===== src/rtl/operand_mem_pkg.sv =====
// operand_mem_pkg
// Shared constants and FSM state type for the operand memory writer.
//   DATA_W : word width of one operand entry
//   DEPTH  : number of operand entries
//   ADDR_W : address width, clog2(DEPTH)
//   state_t: burst FSM states IDLE, LOAD, DONE
package operand_mem_pkg;

    localparam int DATA_W = 16;
    localparam int DEPTH  = 16;
    localparam int ADDR_W = $clog2(DEPTH);

    typedef enum logic [1:0] {
        IDLE = 2'd0,
        LOAD = 2'd1,
        DONE = 2'd2
    } state_t;

endpackage


===== src/rtl/operand_mem_array.sv =====
// operand_mem_array
// DEPTH x DATA_W operand storage: one synchronous write port and one
// registered read port (latency 1). The array itself is never reset; only
// the read register clears on rst.
// Optional build macro OPERAND_WR_BYPASS_EN: a same-cycle write to the
// address being read is forwarded to the read register (write-first).
// Without it the read returns the old contents (read-before-write).
//   clk, rst            : clock, asynchronous active-high reset
//   i_wr_en/addr/data   : write port
//   i_rd_addr           : read address
//   o_rd_data           : registered read data
module operand_mem_array #(
    parameter  int DATA_W = 16,
    parameter  int DEPTH  = 16,
    localparam int ADDR_W = $clog2(DEPTH)
) (
    input  logic              clk,
    input  logic              rst,
    input  logic              i_wr_en,
    input  logic [ADDR_W-1:0] i_wr_addr,
    input  logic [DATA_W-1:0] i_wr_data,
    input  logic [ADDR_W-1:0] i_rd_addr,
    output logic [DATA_W-1:0] o_rd_data
);

    logic [DATA_W-1:0] r_mem [DEPTH];
    logic [DATA_W-1:0] r_rd_data;

    // Storage write port; contents deliberately survive rst.
    always_ff @(posedge clk) begin
        if (i_wr_en) begin
            r_mem[i_wr_addr] <= i_wr_data;
        end
    end

    // Registered read port, updated every cycle regardless of FSM state.
    always_ff @(posedge clk or posedge rst) begin
        if (rst) begin
            r_rd_data <= {DATA_W{1'b0}};
        end else begin
`ifdef OPERAND_WR_BYPASS_EN
            if (i_wr_en && (i_wr_addr == i_rd_addr)) begin
                r_rd_data <= i_wr_data;
            end else begin
                r_rd_data <= r_mem[i_rd_addr];
            end
`else
            r_rd_data <= r_mem[i_rd_addr];
`endif
        end
    end

    assign o_rd_data = r_rd_data;

endmodule


===== src/rtl/operand_memory_writer.sv =====
// operand_memory_writer
// Loads a burst of 1..16 operand words into operand_mem_array starting at
// start_addr (wrapping at DEPTH-1), and exposes a registered read port for
// the operand consumer.
// Optional build macro OPERAND_WR_BYPASS_EN selects write-first behaviour
// on a same-cycle read/write collision (default: read-before-write).
//   clk, rst          : clock, asynchronous active-high reset
//   start, start_addr : begin a burst at start_addr (ignored unless idle)
//   word_count        : burst length, 0 means DEPTH
//   in_valid, in_data : write word offered
//   in_ready          : high while loading
//   busy, done        : burst in progress / one-cycle completion pulse
//   wr_count          : words accepted in current or last burst
//   rd_addr, rd_value : read address, registered read data (latency 1)
module operand_memory_writer
    import operand_mem_pkg::*;
#(
    parameter  int DATA_W = operand_mem_pkg::DATA_W,
    parameter  int DEPTH  = operand_mem_pkg::DEPTH,
    localparam int ADDR_W = $clog2(DEPTH)
) (
    input  logic              clk,
    input  logic              rst,
    input  logic              start,
    input  logic [ADDR_W-1:0] start_addr,
    input  logic [ADDR_W:0]   word_count,
    input  logic              in_valid,
    input  logic [DATA_W-1:0] in_data,
    output logic              in_ready,
    output logic              busy,
    output logic              done,
    output logic [ADDR_W:0]   wr_count,
    input  logic [ADDR_W-1:0] rd_addr,
    output logic [DATA_W-1:0] rd_value
);

    localparam logic [ADDR_W:0]   CNT_ONE   = (ADDR_W+1)'(1);
    localparam logic [ADDR_W:0]   CNT_DEPTH = (ADDR_W+1)'(DEPTH);
    localparam logic [ADDR_W-1:0] PTR_LAST  = ADDR_W'(DEPTH - 1);

    state_t              r_state;
    logic [ADDR_W-1:0]   r_wr_ptr;
    logic [ADDR_W:0]     r_remaining;
    logic [ADDR_W:0]     r_wr_count;
    logic                r_in_ready;
    logic                r_busy;
    logic                r_done;
    logic                w_transfer;

    // in_ready is registered and high exactly in LOAD, so it doubles as the
    // write enable qualifier.
    assign w_transfer = in_valid & r_in_ready;

    // Burst FSM with pointer/counter bookkeeping and registered status outputs.
    always_ff @(posedge clk or posedge rst) begin
        if (rst) begin
            r_state     <= IDLE;
            r_wr_ptr    <= {ADDR_W{1'b0}};
            r_remaining <= {(ADDR_W+1){1'b0}};
            r_wr_count  <= {(ADDR_W+1){1'b0}};
            r_in_ready  <= 1'b0;
            r_busy      <= 1'b0;
            r_done      <= 1'b0;
        end else begin
            case (r_state)
                IDLE: begin
                    r_done <= 1'b0;
                    if (start) begin
                        r_wr_ptr    <= start_addr;
                        r_remaining <= (word_count == {(ADDR_W+1){1'b0}}) ? CNT_DEPTH : word_count;
                        r_wr_count  <= {(ADDR_W+1){1'b0}};
                        r_in_ready  <= 1'b1;
                        r_busy      <= 1'b1;
                        r_state     <= LOAD;
                    end else begin
                        r_in_ready  <= 1'b0;
                        r_busy      <= 1'b0;
                    end
                end
                LOAD: begin
                    // in_valid low: stall with everything held, no timeout.
                    if (w_transfer) begin
                        r_wr_ptr    <= (r_wr_ptr == PTR_LAST) ? {ADDR_W{1'b0}} : r_wr_ptr + ADDR_W'(1);
                        r_remaining <= r_remaining - CNT_ONE;
                        r_wr_count  <= r_wr_count + CNT_ONE;
                        if (r_remaining == CNT_ONE) begin
                            r_in_ready <= 1'b0;
                            r_done     <= 1'b1;
                            r_state    <= DONE;
                        end
                    end
                end
                DONE: begin
                    r_done     <= 1'b0;
                    r_busy     <= 1'b0;
                    r_in_ready <= 1'b0;
                    r_state    <= IDLE;
                end
                default: begin
                    r_done     <= 1'b0;
                    r_busy     <= 1'b0;
                    r_in_ready <= 1'b0;
                    r_state    <= IDLE;
                end
            endcase
        end
    end

    operand_mem_array #(
        .DATA_W (DATA_W),
        .DEPTH  (DEPTH)
    ) u_mem (
        .clk       (clk),
        .rst       (rst),
        .i_wr_en   (w_transfer),
        .i_wr_addr (r_wr_ptr),
        .i_wr_data (in_data),
        .i_rd_addr (rd_addr),
        .o_rd_data (rd_value)
    );

    assign in_ready = r_in_ready;
    assign busy     = r_busy;
    assign done     = r_done;
    assign wr_count = r_wr_count;

endmodule


===== config.mk =====
export PLATFORM = sky130hd
export DESIGN_NAME = operand_memory_writer
export DESIGN_NICKNAME = d
export VERILOG_FILES = /design/src/rtl/operand_mem_pkg.sv /design/src/rtl/operand_mem_array.sv /design/src/rtl/operand_memory_writer.sv
export SDC_FILE = /design/constraint.sdc
export NUM_CORES = 1
export LEC_CHECK = 0
export CORE_MARGIN = 2
export CORE_UTILIZATION = 37
export DETAILED_ROUTE_END_ITERATION = 12
export GPL_TIMING_DRIVEN = 0
export HOLD_SLACK_MARGIN = 0.1
export PLACE_DENSITY = 0.59
export SYNTH_ARGS = -nofsm -noshare
export SYNTH_HDL_FRONTEND = slang
export SYNTH_HIERARCHICAL = 1
export SYNTH_SLANG_ARGS = --single-unit

===== constraint.sdc =====
create_clock -name clk -period 3.9 [get_ports clk]
set_input_delay 0.39 -clock clk [delete_from_list [all_inputs] [get_ports clk]]
set_output_delay 0.39 -clock clk [all_outputs]
set_load 0.05 [all_outputs]

After elaboration in Yosys (flattened, before gate mapping)

Memories as Yosys holds them, arrays and structs flattened. A register that Yosys moved wholly into a read port is not among the register bits.
Cells that the tools add are included.

Output and inout bits: 24
Memories: 1
Flip-flop bits (word level): 19
RAM bits: 256
Logic and storage cells: 49

Eq/ne operators: 6
Reductions and logical operators: 6
Muxes and demuxes: 25
$add $sub $neg: 3
Bitwise logic cells: 1

Memories:

| memory      | words | width | rd ports | clocked after memory_dff | write ports | RTL line                | text |
|---|---|---|---|---|---|---|---|
| u_mem.r_mem | 16    | 16    | 1        | 1                        | 1           | operand_mem_array.sv:26 | `logic [DATA_W-1:0] r_mem [DEPTH];` |

Operator list:

| kind                                                                     | count |
|---|---|
| 5-bit two-way mux                                                        | 5 |
| 5-bit one-hot mux with 2 select lines                                    | 2 |
| 4-bit two-way mux                                                        | 3 |
| 1-bit two-way mux                                                        | 8 |
| 4-bit one-hot mux with 2 select lines                                    | 1 |
| 2-bit two-way mux                                                        | 3 |
| 3-bit AND reduction                                                      | 2 |
| 5-bit by 1-bit adder with 5-bit output (second input constant)           | 1 |
| 5-bit by 1-bit == test with 1-bit output (second input constant)         | 1 |
| 5-bit logical NOT                                                        | 1 |
| 5-bit by 1-bit subtractor with 5-bit output (second input constant)      | 1 |
| 4-bit by 1-bit adder with 4-bit output (second input constant)           | 1 |
| 4-bit == test (second input constant)                                    | 1 |
| 2-bit inequality test (second input constant)                            | 2 |
| 1-bit one-hot mux with 2 select lines                                    | 2 |
| 2-bit one-hot mux with 2 select lines                                    | 1 |
| 2-bit by 1-bit == test with 1-bit output (second input constant)         | 1 |
| 2-bit logical NOT                                                        | 1 |
| 2-bit by 1-bit inequality test with 1-bit output (second input constant) | 1 |
| 2-bit AND reduction                                                      | 1 |
| 2-bit nonzero test                                                       | 1 |
| 1-bit bitwise AND                                                        | 1 |

Depth between registers and ports, before layout

Depth after elaboration: 4
Mapped depth: 5

Hierarchy

Netlist, hierarchy kept.

By module, submodules not included:

| module                | times used | area each (µm²) | sequential area each (µm²) | cells an instance |
|---|---|---|---|---|
| operand_mem_array     | 1          | 10,127.2        | 8,087.8                    | 433 |
| operand_memory_writer | 1          | 1,056.0         | 475.5                      | 108 |

Worst setup path before layout

No wires, ideal clock.

Kind: register to register
From: register r_in_ready, in the netlist in_ready
To: memory u_mem.r_mem[0][0] (enable)
Clock period less this slack: 3,005 ps
Buffers on the path: 0
Library setup time: 409 ps
Required time: 3,491 ps
Path slack: 895 ps
Stages on the path, launching flop included: 4
Data arrival time: 2,596 ps
Path through: dfrtp_1 > and2_1 > or3b_2 > nor3_1

Word-level cells in the longest chain between the ends: 3

Ends and longest elaborated chain:

| what                                    | RTL line                    | text |
|---|---|---|
| from (decl)                             | operand_memory_writer.sv:45 | `logic r_in_ready;` |
| from (signal assigned)                  | operand_memory_writer.sv:61 | `r_in_ready <= 1'b0;` |
| from (signal assigned)                  | operand_memory_writer.sv:72 | `r_in_ready <= 1'b1;` |
| from (signal assigned)                  | operand_memory_writer.sv:76 | `r_in_ready <= 1'b0;` |
| 1-bit bitwise AND                       | operand_memory_writer.sv:52 | `assign w_transfer = in_valid & r_in_ready;` |
| named net w_transfer                    | operand_memory_writer.sv:48 | `logic w_transfer;` |
| 1-bit two-way mux                       | operand_mem_array.sv:31     | `if (i_wr_en) begin` |
| 1-bit two-way mux (not written as such) | operand_mem_array.sv:32     | `r_mem[i_wr_addr] <= i_wr_data;` |
| to (decl)                               | operand_mem_array.sv:26     |  |

The timed path passes the listed nets, and every way through them passes these cells.

Final worst setup path

From: register r_in_ready, in the netlist in_ready
To: memory u_mem.r_mem[0][1] (enable)

Same word-level chain as after synthesis.

==> results by group <==
Place
  • Placer congestion estimate: 0.844
  • DP HPWL: 16100 um
  • Placed insts: 1002
  • IO buf count: 54
  • Pre-CTS WS: 812 ps

Clock tree
  • Clk buf depth: 3
  • Htree depth: 1
  • Sink Count: 291
  • Post CTS Setup Buffer Count: 0
  • Latest clock arrival within the worst-skew pair: 540 ps
  • CTS buffer count: 31
  • Clock root cell: clkbuf_16
  • Hold-fix buffers, CTS: 0
  • Post-cts gate resize count: 0
  • CTS tree: built
  • Clock Pin Slew Worst Setup and Hold Paths: 60 ps

Final layout
  • Layout cells sized above 1: 0.227
  • Nets: 682
  • Synth-to-Final Area Change: 21.5%
  • Fin util: 0.457
  • Non-Filler Instances: 1059
  • Inserted Diodes: 0

Die
  • Num ports: 57
  • Die W: 178 um
  • Die H: 178 um
  • Die ar.: 31600 um2
  • Initial Util: 0.376
  • Core area: 29700 um2
  • Site row count: 63

Flow run
  • Max Cap Viol: 0

Timing
  • Final period util: 0.652
  • Final TNS setup: 0 ps
  • Rel. slew slack: 0.308
  • RSZ-0062 raised after global routing: false
  • Post-route setup slack: 1360 ps
  • Worst-margin pin slew: 1040 ps
  • Max Slew Vio Count: 0
  • Final setup vio count: 0
  • WHS: 312 ps
  • Hold Fails Final Rpt: 0
  • Clk_skew: 9.85 ps
  • Tmin final: 2540 ps
  • Peak Freq: 393 MHz

Detailed routing
  • Routed length per instance: 22.8 um
  • WL final: 24200 um
  • Via density: 5.37
  • Vias: 5684
  • Post-DRT Antenna Nets: 0
  • Number of DRC markers in iteration 0: 506
  • # DRC: 0
  • DRT Pass-1 Iters: 5

Global routing
  • Initial antenna violation count: 0
  • Global Route Usage Sum: 0.159
  • Number of global-route vias before repair: 6193
  • First-pass GRT wire length: 37100 um
  • Largest net degree at the start of global routing: 20
  • Gr ovfl total: 0

Power
  • Internal: 5.96 mW
  • Switching component of the power: 1.94 mW
  • Logic pwr share: 0.139
  • Clock power share: 0.386
  • Pleak: 4.52 nW
  • Peak supply drop: 0.000462 V
  • Net Sw Frac: 0.246
  • Reg power frac: 0.474
  • Power Dens Cells: 582 nW/um2

Synth
  • Avg Inst Size Synth: 20.7 um2
  • Number of enable flip-flop cells after synthesis: 256
  • Syn Std Cell Area: 11200 um2
  • Yosys cell types: 46
  • Mapped Nets: 578
  • Synthesis Warnings: 6
  • Yosys top cell area share: 0.687
  • Yosys top cell by area: edfxtp_1
  • Post-synth ARST share: 0.120
  • Top FF cell, synth: edfxtp_1
  • Gate Count Post-Synth: 541
  • Synthesis-stage register bit count: 291
  • Top cells by area, synth: edfxtp_1 69%, mux4_2 11%, dfrtp_1 7.8%, a22oi_1 2.3%, mux4_1 2.3%
  • Register area share after synthesis: 0.766

Status
  • Outcome: finished clean

Worst setup path
  • CP Capture Type: flip-flop
  • CP Data Required Time: 4140 ps
  • Crit path max fanout: 9
  • Startpoint Class: flip-flop
  • Crit path arrival time: 2780 ps
  • CP Class: reg -> reg
  • Worst-case reg-to-reg path depth: 4
  • Flop2flop setup slack: 1360 ps

Min path
  • Min-delay worst type: in -> async
-- worst max-delay path: stages, from the launching register on --
cell and delay, ps:
dfrtp_1 450, and2_1 260, or3b_2 550, nor3_2 710, buf_6 270
-- cell usage in the layout, fill, tap and decap left out, types with 6 or more instances in the layout --
master and n:
mux4_2 54, inv_1 7, buf_6 9, a22oi_1 35, clkdlybuf4s50_1 54, buf_8 12
mux4_1 10, edfxtp_1 256, dfrtp_1 35, bufinv_16 6, buf_2 6, nor2_2 12
clkbuf_16 31, clkbuf_1 18, o21ai_0 7, nand2_1 27
-- final timing paths --
path / start / to
worst max register to register: in_ready$_DFFE_PP0P_ / u_mem/r_mem[0][1]$_DFFE_PP_
worst max-delay path: in_ready$_DFFE_PP0P_ / u_mem/r_mem[0][1]$_DFFE_PP_
worst min-delay path: rst / r_remaining[3]$_DFFE_PP0P_
worst min register to register: busy$_DFFE_PP0N_ / busy$_DFFE_PP0N_
min in group clk: rd_addr[0] / u_mem/o_rd_data[15]$_DFF_PP0_
max in group asynchronous: rst / u_mem/o_rd_data[1]$_DFF_PP0_
-- cell families (layout without fill, tap and decap cells) --
kind of cell | after synthesis | after routing | synth area share
AOI/OAI and AO/OA | 65 | 65 | 0.0414
and+or+nand+nor | 81 | 81 | 0.0388
buffers and inverters | 35 | 163 | 0.0164
muxes | 65 | 65 | 0.133
DFF | 291 | 291 | 0.766
adders and majority gates | 4 | 4 | 0.00448
-- state kept, by name (all words and copies together) (netlist names) --
| signal | cells |
|---|---|
| u_mem/o_rd_data | 16 |
| busy | 1 |
| r_remaining | 5 |
| done | 1 |
| u_mem/r_mem | 256 |
| in_ready | 1 |
| wr_count | 5 |
| r_wr_ptr | 4 |
| r_state | 2 |
-- power groups by stage --
stage	clock (mW)	combinational, mW	sequential [mW]
3_3_place_gp	0	1.00	3.78
2_1_floorplan	0	0.521	3.94
3_5_place_dp	0	1.10	3.81
6_report	3.05	1.10	3.75
4_1_cts	3.13	1.10	3.75
5_1_grt	3.26	1.19	3.77
-- final cells by class --
type | count | area (um2)
inverter | 7 | 26.3
timing repair buffer | 71 | 777
tap | 390 | 488
multi-input combinational | 215 | 2490
fill | 2450 | 16100
sequential | 291 | 8560
clock buffer | 43 | 871
clock inverter | 14 | 214
buffer | 28 | 158
-- cell usage after synthesis (all sizes together), types with 2 or more instances --
cell	n
edfxtp	256
mux4	64
a22oi	35
dfrtp	35
nand2	27
buf	17
nor2	14
clkbuf	11
inv	7
nor3	7
o21ai	7
a21oi	5
nand3	5
ha	4
o22ai	4
or3b	4
a31oi	3
and2	3
nand2b	3
nor2b	3
nor3b	3
or3	3
nand3b	2
o211ai	2
o2bb2ai	2
-- stage by stage --
stage	total power, mW	instance area [um2]
after floorplan	4.46	11200
after global placement	4.79	12200
after detailed placement	4.90	12500
after CTS	7.98	13600
after global routing	8.23	13600
final	7.90	13600
-- metal layers --
layer	global-route usage	vias up	routed length (um)
met3	0.0238	39	1200
met5	0	-	0
met2	0.267	178	11800
li1	-	2462	-
met1	0.221	3005	10700
met4	0.0372	0	454
(Power assumes the default switching activity.)
